<file path="src/rtl/path_pkg.sv">
// Shared definitions for path record handling: field layout, ordering codes,
// tracker modes and the tracker state encoding.
package path_pkg;

    localparam int PRESENT_BIT = 0;
    localparam int T_LSB       = 1;

    localparam logic [1:0] ORD_LT = 2'd0;
    localparam logic [1:0] ORD_EQ = 2'd1;
    localparam logic [1:0] ORD_GT = 2'd2;

    localparam int MODE_MIN = 0;
    localparam int MODE_MAX = 1;

    typedef enum logic [1:0] {
        ST_EMPTY,
        ST_HOLD,
        ST_EMIT
    } state_e;

    function automatic int h_lsb(input int cost_w);
        return 1 + cost_w;
    endfunction

    function automatic int tag_lsb(input int cost_w);
        return 1 + 2 * cost_w;
    endfunction

    function automatic int rec_w(input int cost_w, input int tag_w);
        return 1 + 2 * cost_w + tag_w;
    endfunction

endpackage

</file>
<file path="src/rtl/path_order_cmp.sv">
// Combinational path ordering: compares (sum, head) pairs lexicographically,
// unsigned, and returns ORD_LT / ORD_EQ / ORD_GT for a relative to b.
module path_order_cmp #(
    parameter int COST_W = 16,
    parameter int SUM_W  = 17
) (
    input  logic [SUM_W-1:0]  i_a_sum,
    input  logic [COST_W-1:0] i_a_h,
    input  logic [SUM_W-1:0]  i_b_sum,
    input  logic [COST_W-1:0] i_b_h,
    output logic [1:0]        o_ord
);
    import path_pkg::*;

    always_comb begin
        o_ord = ORD_EQ;
        if (i_a_sum < i_b_sum)
            o_ord = ORD_LT;
        else if (i_a_sum > i_b_sum)
            o_ord = ORD_GT;
        else if (i_a_h < i_b_h)
            o_ord = ORD_LT;
        else if (i_a_h > i_b_h)
            o_ord = ORD_GT;
    end

endmodule

</file>
<file path="src/rtl/path_best_tracker.sv">
// Streaming best-of-group tracker: registers each beat with its widened cost
// sum, keeps the best present record per group and emits it with the count.
module path_best_tracker #(
    parameter int COST_W = 16,
    parameter int TAG_W  = 32,
    parameter int CNT_W  = 16,
    parameter int MODE   = 0
) (
    input  logic                        clk_i,
    input  logic                        rst_i,
    input  logic                        in_valid_i,
    output logic                        in_ready_o,
    input  logic [2*COST_W+TAG_W:0]     in_rec_i,
    input  logic                        in_last_i,
    output logic                        out_valid_o,
    input  logic                        out_ready_i,
    output logic [2*COST_W+TAG_W:0]     out_rec_o,
    output logic [CNT_W-1:0]            out_cnt_o,
    output logic                        out_empty_o
);
    import path_pkg::*;

    localparam int REC_W = rec_w(COST_W, TAG_W);
    localparam int SUM_W = COST_W + 1;
    localparam int HL    = h_lsb(COST_W);

    logic               r_s1_vld;
    logic               r_s1_last;
    logic [REC_W-1:0]   r_s1_rec;
    logic [SUM_W-1:0]   r_s1_sum;

    state_e             r_state;
    state_e             w_state_nxt;
    logic [REC_W-1:0]   r_best_rec;
    logic [REC_W-1:0]   w_best_rec_nxt;
    logic [SUM_W-1:0]   r_best_sum;
    logic [SUM_W-1:0]   w_best_sum_nxt;
    logic [CNT_W-1:0]   r_cnt;
    logic [CNT_W-1:0]   w_cnt_nxt;
    logic [CNT_W-1:0]   w_cnt_inc;

    logic               w_in_fire;
    logic               w_s1_present;
    logic               w_better;
    logic [1:0]         w_ord;
    logic [COST_W-1:0]  w_in_h;
    logic [COST_W-1:0]  w_in_t;

    // A pending last beat in stage 1 blocks intake so at most one beat waits
    // behind a group boundary; the handshake cycle itself may take a new beat.
    assign in_ready_o = ~(r_s1_vld & r_s1_last) &
                        ((r_state != ST_EMIT) | out_ready_i);
    assign w_in_fire  = in_valid_i & in_ready_o;
    assign w_in_h     = in_rec_i[HL +: COST_W];
    assign w_in_t     = in_rec_i[T_LSB +: COST_W];

    always_ff @(posedge clk_i) begin
        if (rst_i) begin
            r_s1_vld  <= 1'b0;
            r_s1_last <= 1'b0;
            r_s1_rec  <= '0;
            r_s1_sum  <= '0;
        end else begin
            r_s1_vld <= w_in_fire;
            if (w_in_fire) begin
                r_s1_rec  <= in_rec_i;
                r_s1_last <= in_last_i;
                r_s1_sum  <= SUM_W'(w_in_h) + SUM_W'(w_in_t);
            end
        end
    end

    path_order_cmp #(
        .COST_W (COST_W),
        .SUM_W  (SUM_W)
    ) u_cmp (
        .i_a_sum (r_s1_sum),
        .i_a_h   (r_s1_rec[HL +: COST_W]),
        .i_b_sum (r_best_sum),
        .i_b_h   (r_best_rec[HL +: COST_W]),
        .o_ord   (w_ord)
    );

    // Strictly better only; equal keys leave the first arrival in place.
    assign w_better     = (MODE == MODE_MAX) ? (w_ord == ORD_GT) : (w_ord == ORD_LT);
    assign w_s1_present = r_s1_rec[PRESENT_BIT];
    assign w_cnt_inc    = (r_cnt == {CNT_W{1'b1}}) ? r_cnt : r_cnt + CNT_W'(1);

    always_ff @(posedge clk_i) begin
        if (rst_i) begin
            r_state    <= ST_EMPTY;
            r_best_rec <= '0;
            r_best_sum <= '0;
            r_cnt      <= '0;
        end else begin
            r_state    <= w_state_nxt;
            r_best_rec <= w_best_rec_nxt;
            r_best_sum <= w_best_sum_nxt;
            r_cnt      <= w_cnt_nxt;
        end
    end

    always_comb begin
        w_state_nxt    = r_state;
        w_best_rec_nxt = r_best_rec;
        w_best_sum_nxt = r_best_sum;
        w_cnt_nxt      = r_cnt;
        case (r_state)
            ST_EMPTY: begin
                if (r_s1_vld) begin
                    if (w_s1_present) begin
                        w_best_rec_nxt = r_s1_rec;
                        w_best_sum_nxt = r_s1_sum;
                        w_cnt_nxt      = CNT_W'(1);
                        w_state_nxt    = ST_HOLD;
                    end
                    if (r_s1_last)
                        w_state_nxt = ST_EMIT;
                end
            end
            ST_HOLD: begin
                if (r_s1_vld) begin
                    if (w_s1_present) begin
                        w_cnt_nxt = w_cnt_inc;
                        if (w_better) begin
                            w_best_rec_nxt = r_s1_rec;
                            w_best_sum_nxt = r_s1_sum;
                        end
                    end
                    if (r_s1_last)
                        w_state_nxt = ST_EMIT;
                end
            end
            ST_EMIT: begin
                // Clearing best here makes an empty group report a zero record.
                if (out_ready_i) begin
                    w_state_nxt    = ST_EMPTY;
                    w_best_rec_nxt = '0;
                    w_best_sum_nxt = '0;
                    w_cnt_nxt      = '0;
                end
            end
            default: w_state_nxt = ST_EMPTY;
        endcase
    end

    assign out_valid_o = (r_state == ST_EMIT);
    assign out_rec_o   = r_best_rec;
    assign out_cnt_o   = r_cnt;
    assign out_empty_o = (r_state == ST_EMIT) && (r_cnt == '0);

endmodule

</file>
<file path="config.mk">
export PLATFORM = sky130hd
export DESIGN_NAME = path_best_tracker
export DESIGN_NICKNAME = d
export VERILOG_FILES = /design/src/rtl/path_pkg.sv /design/src/rtl/path_order_cmp.sv /design/src/rtl/path_best_tracker.sv
export SDC_FILE = /design/constraint.sdc
export NUM_CORES = 1
export LEC_CHECK = 0
export ABC_AREA = 1
export ABC_CLOCK_PERIOD_IN_PS = 4400
export CORE_MARGIN = 1.5
export CORE_UTILIZATION = 45
export DETAILED_ROUTE_END_ITERATION = 7
export PLACE_DENSITY = 0.79
export SYNTH_ARGS = -nofsm -noshare
export SYNTH_HDL_FRONTEND = slang
export SYNTH_SLANG_ARGS = --single-unit
</file>
<file path="constraint.sdc">
create_clock -name clk_i -period 4.4 [get_ports clk_i]
set_input_delay 0.88 -clock clk_i [delete_from_list [all_inputs] [get_ports clk_i]]
set_output_delay 0.88 -clock clk_i [all_outputs]
set_load 0.01 [all_outputs]
</file>
==> impl_results.html <==
<table>
<tr><th>Metric</th><th>Value</th></tr>
<tr><th colspan="2">Run status</th></tr>
<tr><td>Outcome</td><td>completed</td></tr>
<tr><th colspan="2">Worst setup path</th></tr>
<tr><td>Number of buffers and inverters on the critical path</td><td>1</td></tr>
<tr><td>Crit. End Element</td><td>flop</td></tr>
<tr><td>Signal arrival time at the worst endpoint</td><td>approximately 3.5 ns</td></tr>
<tr><td>Cell at the slowest stage of the critical path</td><td>sky130_fd_sc_hd__nand2_4</td></tr>
<tr><td>Worst Setup Start Kind</td><td>flop</td></tr>
<tr><td>Cell seen most often among critical-path stages</td><td>sky130_fd_sc_hd__nand2_1</td></tr>
<tr><td>Critical-path cell list</td><td>inv_1 &gt; ha_1 &gt; nand2_1 &gt; nor2_1 &gt; nand2_1 &gt; nand2_1 &gt; nand2_1 &gt; nand3_1 &gt; nand3_2 &gt; nand2_4 &gt; nand2_1 &gt; a21oi_1</td></tr>
<tr><td>Crit Path Class</td><td>reg2reg</td></tr>
<tr><td>Family with the most delay on the worst path</td><td>simple AND/OR/NAND/NOR gates</td></tr>
<tr><td>Required time worst endpoint</td><td>4.76 ns</td></tr>
<tr><td>Crit-path max FO</td><td>82</td></tr>
<tr><td>Critical Path Max Stage Delay</td><td>0.94 ns</td></tr>
<tr><th colspan="2">Detailed routing</th></tr>
<tr><td>Overall via count from detail_route</td><td>about 8600</td></tr>
<tr><td>Drt initial violations</td><td>450</td></tr>
<tr><td>Remaining antenna violation count after routing</td><td>0</td></tr>
<tr><td>Aggregate routed wire length</td><td>~23000 um</td></tr>
<tr><td>Routed wl met3</td><td>between 1000 and 1500 um</td></tr>
<tr><td>Number of detailed-route iterations in the first pass</td><td>6</td></tr>
<tr><td>Via count normalized by instance count</td><td>5.13</td></tr>
<tr><td>Remaining routing DRC violations</td><td>0</td></tr>
<tr><td>Routed WL per cell</td><td>13.7 um</td></tr>
<tr><td>Uppermost layer routed</td><td>met4</td></tr>
<tr><td>Met2 layer wire length in the routed design</td><td>approximately 11000 um</td></tr>
<tr><td>Met1 Wirelength</td><td>10500 um</td></tr>
<tr><th colspan="2">Final layout</th></tr>
<tr><td>Net total in the final layout</td><td>about 1500</td></tr>
<tr><td>Cell area after layout</td><td>roughly 0.011 sq mm</td></tr>
<tr><td>Diode insertion count for antenna repair</td><td>0</td></tr>
<tr><td>Share of final-layout standard cells stronger than drive strength 1</td><td>approximately 4.3%</td></tr>
<tr><td>Non-filler cells, final</td><td>~1700</td></tr>
<tr><td>Layout Area Growth over Synthesis</td><td>23.1%</td></tr>
<tr><th colspan="2">Logic synthesis</th></tr>
<tr><td>Cells after Synth</td><td>between 1000 and 1500</td></tr>
<tr><td>#FFs+latches synth</td><td>roughly 180</td></tr>
<tr><td>Share of the yosys chip area belonging to registers</td><td>between 40 and 50%</td></tr>
<tr><td>Total number of yosys warnings</td><td>0</td></tr>
<tr><td>Post-synthesis cell type count</td><td>39</td></tr>
<tr><td>Post-Syn Nets</td><td>between 1000 and 1500</td></tr>
<tr><td>Proportion of register bits with asynchronous set or reset after synthesis</td><td>0%</td></tr>
<tr><td>Syn Std Cell Area</td><td>between 0.009 and 0.01 sq mm</td></tr>
<tr><td>EDFF count, synth</td><td>0</td></tr>
<tr><td>Top flip-flop cell by instance count after synthesis</td><td>sky130_fd_sc_hd__dfxtp_1</td></tr>
<tr><td>Synthesized area per cell</td><td>between 7 and 8 sq um</td></tr>
<tr><th colspan="2">Timing</th></tr>
<tr><td>Number of pins with negative max-slew slack in the final report</td><td>0</td></tr>
<tr><td>Achievable clock frequency</td><td>~0.31 GHz</td></tr>
<tr><td>RSZ-0062 raised after global routing</td><td>no</td></tr>
<tr><td>Relative slew slack</td><td>36.7%</td></tr>
<tr><td>Min Clock Period, post-route</td><td>approximately 3.2 ns</td></tr>
<tr><td>Setup-failing EPs final</td><td>0</td></tr>
<tr><td>Tcrit/Tclk final</td><td>72.2%</td></tr>
<tr><td>Final worst clock skew</td><td>between 0.01 and 0.015 ns</td></tr>
<tr><td>Final TNS setup</td><td>0 ns</td></tr>
<tr><td>Slew at the pin closest to its max-slew limit</td><td>between 0.9 and 1 ns</td></tr>
<tr><td>Final hold vios</td><td>0</td></tr>
<tr><th colspan="2">Global routing</th></tr>
<tr><td>Maximum number of pins on one net before global-route repair</td><td>83</td></tr>
<tr><td>Overall track demand over capacity in global routing</td><td>21.8%</td></tr>
<tr><td>Number of global-route vias before repair</td><td>roughly 8000</td></tr>
<tr><td>Antenna violations before repair</td><td>0</td></tr>
<tr><td>Global-route wire length before repair</td><td>about 39000 um</td></tr>
<tr><td>Overflow left after global routing</td><td>0</td></tr>
<tr><th colspan="2">Power</th></tr>
<tr><td>Proportion of total power due to net switching</td><td>39.5%</td></tr>
<tr><td>Total power divided by cell area</td><td>approximately 500 mW/mm^2</td></tr>
<tr><td>Internal power contribution</td><td>~3.4 mW</td></tr>
<tr><td>Part of the total power dissipated in sequential elements</td><td>a little over a third</td></tr>
<tr><td>Switching power</td><td>2.23 mW</td></tr>
<tr><td>Power share of the clock group</td><td>between 20% and 30%</td></tr>
<tr><td>Largest vdd supply drop</td><td>slightly below 0.3 mV</td></tr>
<tr><td>Standby leakage power</td><td>4.67 nW</td></tr>
<tr><td>Power, Total</td><td>around 5.6 mW</td></tr>
<tr><td>Power share of the combinational group</td><td>36.5%</td></tr>
<tr><th colspan="2">Floorplanning</th></tr>
<tr><td>Starting density of the core</td><td>a little under half</td></tr>
<tr><td>Height of the die</td><td>about 150 um</td></tr>
<tr><td>Ports placed on the boundary</td><td>about 150</td></tr>
<tr><td>Core ar.</td><td>around 0.02 sq mm</td></tr>
<tr><td>Total Die Area</td><td>0.0213 sq mm</td></tr>
<tr><td>Horizontal die dimension</td><td>about 150 um</td></tr>
<tr><td>Row cnt</td><td>52</td></tr>
<tr><th colspan="2">Clock tree</th></tr>
<tr><td>Number of buffers added for setup after CTS</td><td>0</td></tr>
<tr><td>CTS tree</td><td>yes</td></tr>
<tr><td>Clock latency on the worst-skew pair</td><td>about 0.43 ns</td></tr>
<tr><td>Total of cells resized after clock tree synthesis</td><td>0</td></tr>
<tr><td>H-tree depth</td><td>4</td></tr>
<tr><td>Total of hold buffers inserted after clock tree synthesis</td><td>0</td></tr>
<tr><td>Num CTS Buffers</td><td>17</td></tr>
<tr><td>Number of sinks driven by the clock tree</td><td>184</td></tr>
<tr><td>Clock transition at the registers of the reported paths</td><td>0.08 ns</td></tr>
<tr><td>Root buf cell</td><td>sky130_fd_sc_hd__clkbuf_16</td></tr>
<tr><td>Buffer levels on the longest clock path</td><td>2</td></tr>
<tr><th colspan="2">Worst hold path</th></tr>
<tr><td>Hold Path Class</td><td>reg2reg</td></tr>
<tr><th colspan="2">Place</th></tr>
<tr><td>Placed insts</td><td>between 1500 and 2000</td></tr>
<tr><td>Detailed placement HPWL</td><td>about 15000 um</td></tr>
<tr><td>Placed cell area</td><td>between 0.01 and 0.015 sq mm</td></tr>
<tr><td>Routability cong.</td><td>around 0.92</td></tr>
<tr><td>Port Buffer Count</td><td>approximately 150</td></tr>
<tr><th colspan="2">Run</th></tr>
<tr><td>Total of max-cap violations</td><td>0</td></tr>
</table>
## path summary, 6_finish.rpt
path | from | endpoint | slack [ns] | cells past startpoint
max | r_best_sum[8] | out_rec_o[30] | 1.22 | 12
min | r_s1_rec[55] | r_s1_rec[55] | 0.45 | 2
max reg2reg | r_best_sum[8] | out_rec_o[30] | 1.22 | 12
min reg2reg | r_s1_rec[55] | r_s1_rec[55] | 0.45 | 2
## flip-flops by register name (all words and copies together) (netlist names)
register,cells
r_state,2
r_s1_vld,1
out_cnt_o,16
r_s1_rec,65
r_best_sum,17
out_rec_o,65
r_s1_last,1
r_s1_sum,17
## routing by layer
layer,vias to the layer above,track usage (%)
li1,4380,-
met1,3917,28.6
met2,277,36.2
met3,33,3.89
met4,0,7.68
met5,-,0
## cell usage after synthesis, drive strengths merged, types with 2 or more instances
cell / number / area [sq um]
ha: 55 / 688
nand2: 206 / 796
o21ai: 98 / 490
dfxtp: 184 / 3680
nand4: 9 / 56.3
a21oi: 198 / 991
xnor2: 2 / 17.5
xor2: 5 / 43.8
clkbuf: 43 / 161
inv: 181 / 679
buf: 31 / 265
nor2: 136 / 523
nand3: 110 / 556
a21o: 4 / 30.0
o21bai: 2 / 15.0
nor3: 12 / 82.6
## logic make-up (layout without fill, tap and decap cells)
group | Yosys count | in the layout | share of synthesized area, %
AOI/OAI and AO/OA | 310 | 310 | 17.2
adders and majority gates | 56 | 56 | 7.70
DFF | 184 | 184 | 40.0
and+or+nand+nor | 477 | 477 | 22.3
xor gates and xnor gates | 7 | 7 | 0.666
buffers and inverters | 255 | 375 | 12.0
## layout by cell type, fill, tap and decap left out, drive strengths merged, types with 10 or more instances in the layout
cell type,count
nand2,206
a21oi,198
inv,189
dfxtp,184
clkdlybuf4s50,152
nor2,136
nand3,110
o21ai,98
ha,55
clkbuf,17
nor3,12
buf,10
## final cells by class
cell class              instances  area [sq um]
fillers                      1912          8840
multi-input cells             850          4420
flip-flops and latches        184          3680
repair buffers                162          1600
inverters                     181           679
clock buffers                  17           425
well taps                     270           338
clock inverters                15           184
## metrics by stage
stage | setup WS, ns | hold slack [ns] | utilization, %
global route | 0.827 | 0.465 | 56.2
detailed placement | 1.23 | 0.446 | 53.1
global placement | 1.26 | 0.439 | 53.1
floorplan | 1.89 | 0.430 | -
CTS | 1.18 | 0.457 | 56.2
finish | 1.22 | 0.453 | 56.2
## worst min-delay path: cells and delay by family (launching register included)
| kind | cells | cell delay, ns |
|---|---|---|
| flops | 1 | 0.30 |
| buf+inv | 1 | 0.06 |
| compound gates | 1 | 0.05 |
## power by group through the flow
| stage | Clock (mW) | Sequential (mW) | Combinational, mW |
|---|---|---|---|
| 3_5_place_dp | 0 | 2.05 | 2.05 |
| 4_1_cts | 1.59 | 2.02 | 2.07 |
| 5_1_grt | 1.67 | 2.04 | 2.31 |
| 3_3_place_gp | 0 | 2.05 | 2.02 |
| 2_1_floorplan | 0 | 2.07 | 1.55 |
| 6_report | 1.56 | 2.02 | 2.06 |
Note: power is estimated with default switching activity, not from simulation.
